**config.mk**
```make
export PLATFORM = sky130hd
export DESIGN_NAME = instruction_fetch_unit_flat
export DESIGN_NICKNAME = d
export VERILOG_FILES = /design/src/rtl/instruction_fetch_unit_if.sv /design/src/rtl/instruction_fetch_unit.sv /design/src/flat_wrapper.sv
export SDC_FILE = /design/constraint.sdc
export NUM_CORES = 1
export LEC_CHECK = 0
export CORE_MARGIN = 2
export CORE_UTILIZATION = 35
export CTS_CLUSTER_DIAMETER = 40
export DETAILED_ROUTE_END_ITERATION = 10
export GPL_ROUTABILITY_DRIVEN = 0
export PLACE_DENSITY = 0.59
export SLEW_MARGIN = 15
export SYNTH_ARGS = -nofsm -noshare
export SYNTH_HDL_FRONTEND = slang
export SYNTH_SLANG_ARGS = --single-unit
```
**constraint.sdc**
```tcl
create_clock -name clock -period 6.6 [get_ports clock]
set_input_delay 0.99 -clock clock [delete_from_list [all_inputs] [get_ports clock]]
set_output_delay 0.99 -clock clock [all_outputs]
set_load 0.01 [all_outputs]
```
**src/rtl/instruction_fetch_unit_if.sv**
```systemverilog
// Fetch-stage bus bundle: predictor query, redirect, instruction memory and ID handoff.
interface instruction_fetch_unit_if;
  logic [31:0] pred_query_pc;
  logic [31:0] pred_next_pc;
  logic        redirect_valid;
  logic [31:0] redirect_pc;
  logic        imem_req_valid;
  logic        imem_req_ready;
  logic [31:0] imem_req_addr;
  logic        imem_resp_valid;
  logic [31:0] imem_resp_data;
  logic        id_valid;
  logic        id_ready;
  logic [31:0] id_instruction;
  logic [31:0] id_pc;

  // Fetch unit side
  modport master (
    output pred_query_pc,
    input  pred_next_pc,
    input  redirect_valid,
    input  redirect_pc,
    output imem_req_valid,
    input  imem_req_ready,
    output imem_req_addr,
    input  imem_resp_valid,
    input  imem_resp_data,
    output id_valid,
    input  id_ready,
    output id_instruction,
    output id_pc
  );

  // Environment side (predictor, EX, memory, ID)
  modport slave (
    input  pred_query_pc,
    output pred_next_pc,
    output redirect_valid,
    output redirect_pc,
    input  imem_req_valid,
    output imem_req_ready,
    input  imem_req_addr,
    output imem_resp_valid,
    output imem_resp_data,
    input  id_valid,
    output id_ready,
    input  id_instruction,
    input  id_pc
  );
endinterface

```
**src/rtl/instruction_fetch_unit.sv**
```systemverilog
// Instruction fetch stage: one outstanding imem request, predictor-driven next PC,
// small instruction FIFO toward ID, EX redirect flushes and drains stale responses.
module instruction_fetch_unit #(
  parameter logic [31:0] RESET_PC   = 32'h0000_0000,
  parameter int unsigned FIFO_DEPTH = 2
) (
  input  logic                            clock,
  input  logic                            reset,
  instruction_fetch_unit_if.master        bus
);

  localparam int unsigned PTR_W = $clog2(FIFO_DEPTH);
  localparam int unsigned CNT_W = $clog2(FIFO_DEPTH) + 1;
  localparam logic [CNT_W-1:0] DEPTH_C = CNT_W'(FIFO_DEPTH);
  localparam logic [31:0] PC_MASK = 32'hFFFF_FFFC;

  typedef enum logic [1:0] {
    S_REQ   = 2'd0,
    S_WAIT  = 2'd1,
    S_DRAIN = 2'd2
  } state_e;

  state_e            state_q, state_d;
  logic [31:0]       pc_q, pc_d;
  logic [31:0]       fetch_pc_q, fetch_pc_d;
  logic [PTR_W-1:0]  wr_ptr_q, wr_ptr_d;
  logic [PTR_W-1:0]  rd_ptr_q, rd_ptr_d;
  logic [CNT_W-1:0]  count_q, count_d;
  logic [31:0]       fifo_pc_q    [FIFO_DEPTH];
  logic [31:0]       fifo_instr_q [FIFO_DEPTH];

  logic req_valid_c;
  logic req_fire_c;
  logic id_valid_c;
  logic push_c;
  logic pop_c;

  // Handshake qualifiers; reset masks both valids
  assign req_valid_c = (state_q == S_REQ) && (count_q < DEPTH_C) && !reset;
  assign req_fire_c  = req_valid_c && bus.imem_req_ready;
  assign id_valid_c  = (count_q != '0) && !reset;
  assign push_c      = (state_q == S_WAIT) && bus.imem_resp_valid && !bus.redirect_valid && !reset;
  assign pop_c       = id_valid_c && bus.id_ready && !bus.redirect_valid;

  assign bus.pred_query_pc  = pc_q;
  assign bus.imem_req_addr  = pc_q;
  assign bus.imem_req_valid = req_valid_c;
  assign bus.id_valid       = id_valid_c;
  assign bus.id_pc          = fifo_pc_q[rd_ptr_q];
  assign bus.id_instruction = fifo_instr_q[rd_ptr_q];

  // FSM and fetch PC next-state; redirect overrides the normal path
  always_comb begin
    state_d    = state_q;
    pc_d       = pc_q;
    fetch_pc_d = fetch_pc_q;

    unique case (state_q)
      S_REQ: begin
        if (req_fire_c) begin
          fetch_pc_d = pc_q;
          pc_d       = bus.pred_next_pc & PC_MASK;
          state_d    = S_WAIT;
        end
      end
      S_WAIT: begin
        if (bus.imem_resp_valid) state_d = S_REQ;
      end
      S_DRAIN: begin
        if (bus.imem_resp_valid) state_d = S_REQ;
      end
      default: state_d = S_REQ;
    endcase

    if (bus.redirect_valid) begin
      pc_d = bus.redirect_pc & PC_MASK;
      if (state_q == S_REQ) begin
        // A request accepted this cycle still returns a response that must be drained
        state_d = req_fire_c ? S_DRAIN : S_REQ;
      end else begin
        state_d = bus.imem_resp_valid ? S_REQ : S_DRAIN;
      end
    end
  end

  // FIFO pointer/count next-state; redirect flushes the buffer
  always_comb begin
    wr_ptr_d = wr_ptr_q;
    rd_ptr_d = rd_ptr_q;
    count_d  = count_q;

    if (bus.redirect_valid) begin
      wr_ptr_d = '0;
      rd_ptr_d = '0;
      count_d  = '0;
    end else begin
      if (push_c) wr_ptr_d = wr_ptr_q + PTR_W'(1);
      if (pop_c)  rd_ptr_d = rd_ptr_q + PTR_W'(1);
      if (push_c && !pop_c)      count_d = count_q + CNT_W'(1);
      else if (pop_c && !push_c) count_d = count_q - CNT_W'(1);
    end
  end

  // Control state registers with synchronous reset
  always_ff @(posedge clock) begin
    if (reset) begin
      state_q    <= S_REQ;
      pc_q       <= RESET_PC & PC_MASK;
      fetch_pc_q <= RESET_PC & PC_MASK;
      wr_ptr_q   <= '0;
      rd_ptr_q   <= '0;
      count_q    <= '0;
    end else begin
      state_q    <= state_d;
      pc_q       <= pc_d;
      fetch_pc_q <= fetch_pc_d;
      wr_ptr_q   <= wr_ptr_d;
      rd_ptr_q   <= rd_ptr_d;
      count_q    <= count_d;
    end
  end

  // Instruction buffer storage; contents are qualified by count so no reset needed
  always_ff @(posedge clock) begin
    if (push_c) begin
      fifo_pc_q[wr_ptr_q]    <= fetch_pc_q;
      fifo_instr_q[wr_ptr_q] <= bus.imem_resp_data;
    end
  end

endmodule
```
**src/flat_wrapper.sv**
```systemverilog
// flat-port wrapper written by rule: the top's interface ports become plain ports
module instruction_fetch_unit_flat 
#(
  parameter logic [31:0] RESET_PC   = 32'h0000_0000,
  parameter int unsigned FIFO_DEPTH = 2
)
  (clock, reset, bus_pred_query_pc, bus_pred_next_pc, bus_redirect_valid, bus_redirect_pc, bus_imem_req_valid, bus_imem_req_ready, bus_imem_req_addr, bus_imem_resp_valid, bus_imem_resp_data, bus_id_valid, bus_id_ready, bus_id_instruction, bus_id_pc);
  instruction_fetch_unit_if bus_i ();
  input  logic clock;
  input  logic reset;
  output wire logic [$bits(bus_i.pred_query_pc)-1:0] bus_pred_query_pc;
  input wire logic [$bits(bus_i.pred_next_pc)-1:0] bus_pred_next_pc;
  input wire logic [$bits(bus_i.redirect_valid)-1:0] bus_redirect_valid;
  input wire logic [$bits(bus_i.redirect_pc)-1:0] bus_redirect_pc;
  output wire logic [$bits(bus_i.imem_req_valid)-1:0] bus_imem_req_valid;
  input wire logic [$bits(bus_i.imem_req_ready)-1:0] bus_imem_req_ready;
  output wire logic [$bits(bus_i.imem_req_addr)-1:0] bus_imem_req_addr;
  input wire logic [$bits(bus_i.imem_resp_valid)-1:0] bus_imem_resp_valid;
  input wire logic [$bits(bus_i.imem_resp_data)-1:0] bus_imem_resp_data;
  output wire logic [$bits(bus_i.id_valid)-1:0] bus_id_valid;
  input wire logic [$bits(bus_i.id_ready)-1:0] bus_id_ready;
  output wire logic [$bits(bus_i.id_instruction)-1:0] bus_id_instruction;
  output wire logic [$bits(bus_i.id_pc)-1:0] bus_id_pc;
  assign bus_pred_query_pc = bus_i.pred_query_pc;
  assign bus_i.pred_next_pc = bus_pred_next_pc;
  assign bus_i.redirect_valid = bus_redirect_valid;
  assign bus_i.redirect_pc = bus_redirect_pc;
  assign bus_imem_req_valid = bus_i.imem_req_valid;
  assign bus_i.imem_req_ready = bus_imem_req_ready;
  assign bus_imem_req_addr = bus_i.imem_req_addr;
  assign bus_i.imem_resp_valid = bus_imem_resp_valid;
  assign bus_i.imem_resp_data = bus_imem_resp_data;
  assign bus_id_valid = bus_i.id_valid;
  assign bus_i.id_ready = bus_id_ready;
  assign bus_id_instruction = bus_i.id_instruction;
  assign bus_id_pc = bus_i.id_pc;
  instruction_fetch_unit #(.RESET_PC(RESET_PC), .FIFO_DEPTH(FIFO_DEPTH)) u_core (.clock(clock), .reset(reset), .bus(bus_i));
endmodule
```
==> impl_metrics.yaml <==
clock_network:
  cts_buffers: 17
  ctsResizeCount: 0
  clk_latency_ps: 420
  htree_levels: 4
  clk_pin_slew_worst_paths_ps: 70
  holdBufCountCts: 0
  post-cts-setup-buffer-count: 0
  cts-root-buf: "clkbuf_16"
  clkSinkCount: 191
  cts_max_path_buffers: 2
  cts_tree: "yes"
detailed_routing:
  met1Wirelength_um: 7570
  viasPerCell: 4.70
  top_layer: "met4"
  ant_nets: 0
  wl_per_cell_um: 16.6
  drtIter0Drc: 216
  route.met3.wl_um: 1190
  wirelength_um: 17300
  vias: 4900
  drc_errors: 0
  dr.pass1.iters: 5
  routed-wl-met2_um: 8390
worst_setup_path:
  path_delay_family: "buffers and inverters"
  path_buf_inv: 2
  cp_data_required_time_ps: 5610
  slowest_stage: "buf_4"
  path_max_fanout: 72
  end_kind: "output pin"
  cp-start-kind: "input port"
  cp_slowest_stage_delay_ps: 700
  cp_data_arrival_time_ps: 2380
  r2r_slack_ps: 4330
  crit_chain: "buf_4 -> nor3b_1 -> clkdlybuf4s50_1"
  crit_type: "in2out"
timing:
  maxClockFrequency_ghz: 0.297
  finClkSkew_ps: 9.31
  layout_min_cycle_time_ps: 3370
  finalMaxSlewViolations: 0
  period_share: 0.511
  fin_setup_tns_ps: 0
  max_slew_margin: 0.268
  setup_viol: 0
  worstMarginPinSlew_ps: 1100
  final-hold-violation-count: 0
  rsz0062_at_grt: "no"
die:
  coreArea_um2: 21800
  die_y_um: 153
  die_area_um2: 23300
  die_width_um: 153
  ios: 232
  start_util: 0.355
  rows: 54
synth:
  synth_area_per_cell_um2: 13.4
  synth-simple-area-share: 0.0833
  synthFlopType: "edfxtp_1"
  synth_seq_cells: 191
  yosys.area_share.adder: 0.00486
  muxShareOfSynthArea: 0.0904
  synth-seq-area-share: 0.656
  synth_area_um2: 7720
  synth_top_family_by_area: "multiplexers"
  postSynthCellCount: 577
  synth-warning-count: 0
  synth_compound_area_frac: 0.0821
  synthArstFlopShare: 0
  synth_xor_area_frac: 0.00454
  ys_types: 30
  synth_edf_count: 124
placement:
  dp_hpwl_um: 11100
  io_buffers: 221
job:
  cap_violations: 0
finish:
  postLayoutCoreUtil: 0.481
  layout_commonest_cell: "clkdlybuf4s50_1"
  n_fill_cell: 1959
  final_cell_mix: "clkdlybuf4s50_1, edfxtp_1, dfxtp_1"
  diodes: 0
  drive_gt1_frac: 0.172
  area_growth_pct: 35.4
  layout.nets: 855
power:
  irDropWorstVdd_uv: 134
  power_density_nw_per_um2: 239
  power.leakage_nw: 3.62
global_routing:
  overflow: 0
  grt_max_degree: 97
  grt_use_total: 0.151
  grt_pass1_vias: 5119
  grt_antenna_before_repair: 0
  grt_pass1_wl_um: 27800
run_status:
  status: "finished clean"
min_path:
  hp-class: "reg2reg"
==> registers in the layout, indices dropped and copies added, names as in the netlist, named ones only <==
name,count
u_core.bus.imem_req_addr,30
u_core.fifo_instr_q,64
u_core.wr_ptr_q,1
u_core.fetch_pc_q,30
u_core.count_q,2
u_core.rd_ptr_q,1
u_core.state_q,2
u_core.fifo_pc_q,60
==> path summary, 6_finish.rpt <==
check,start,to,cells past startpoint
max,reset,bus_imem_req_valid,3
min,u_core.fetch_pc_q[12],u_core.fifo_pc_q[1][10],0
max reg2reg,u_core.state_q[1],u_core.bus.imem_req_addr[13],5
min reg2reg,u_core.fetch_pc_q[12],u_core.fifo_pc_q[1][10],0
==> where the power goes <==
part	switching, mW	internal, mW	total [mW]
clock	0.444	0.502	0.947
sequential	0.0267	1.29	1.32
combinational	0.102	0.133	0.236
total	0.573	1.93	2.50
==> stage by stage <==
step                setup WS, ps  instances  cell area [um^2]  power, mW  hold slack, ps
global placement            2810       1010              9870       1.58             431
finish                      3230       1043             10500       2.50             451
detailed placement          2750       1010              9870       1.58             437
floorplan                   1870        582              7740       1.46             425
CTS                         3190       1042             10400       2.53             453
global route                3120       1043             10500       2.60             462
==> routing by layer <==
metal | track usage | up-vias
met2 | 0.253 | 163
li1 | - | 2398
met4 | 0.0370 | 0
met3 | 0.0489 | 10
met5 | 0 | -
met1 | 0.191 | 2329
==> cell type report <==
| cell class | instances | area (um^2) | share of cell area |
|---|---|---|---|
| Clock buffer | 20 | 447 | 0.0427 |
| Clock inverter | 12 | 106 | 0.0102 |
| Inverter | 34 | 128 | 0.0122 |
| Multi-Input combinational cell | 281 | 2100 | 0.201 |
| Sequential cell | 191 | 5070 | 0.485 |
| Tap cell | 280 | 350 | 0.0335 |
| Timing Repair Buffer | 225 | 2260 | 0.216 |
==> cell usage after synthesis (2+ instances only) <==
| library cell | count | share of area |
|---|---|---|
| buf_2 | 16 | 0.010 |
| nor2_1 | 5 | 0.0024 |
| a2111oi_2 | 27 | 0.052 |
| nor2b_1 | 2 | 0.0016 |
| or3_1 | 2 | 0.0016 |
| nand2_1 | 61 | 0.030 |
| inv_1 | 34 | 0.017 |
| mux2_2 | 62 | 0.090 |
| a2111oi_1 | 3 | 0.0039 |
| o21ai_0 | 2 | 0.0013 |
| clkbuf_1 | 17 | 0.0083 |
| buf_6 | 3 | 0.0044 |
| dfxtp_1 | 67 | 0.17 |
| xor2_1 | 3 | 0.0034 |
| a21oi_1 | 31 | 0.020 |
| edfxtp_1 | 124 | 0.48 |
| ha_1 | 3 | 0.0049 |
| buf_4 | 40 | 0.039 |
| nor3_1 | 64 | 0.041 |
==> cell families after synthesis <==
logic type      Yosys count
fa+ha+maj                 3
other cells               1
simple gates            139
mux                      62
buf+inv                 110
flops                   191
xor+xnor                  4
compound gates           67
No activity file was read; power rests on OpenSTA's default activity.
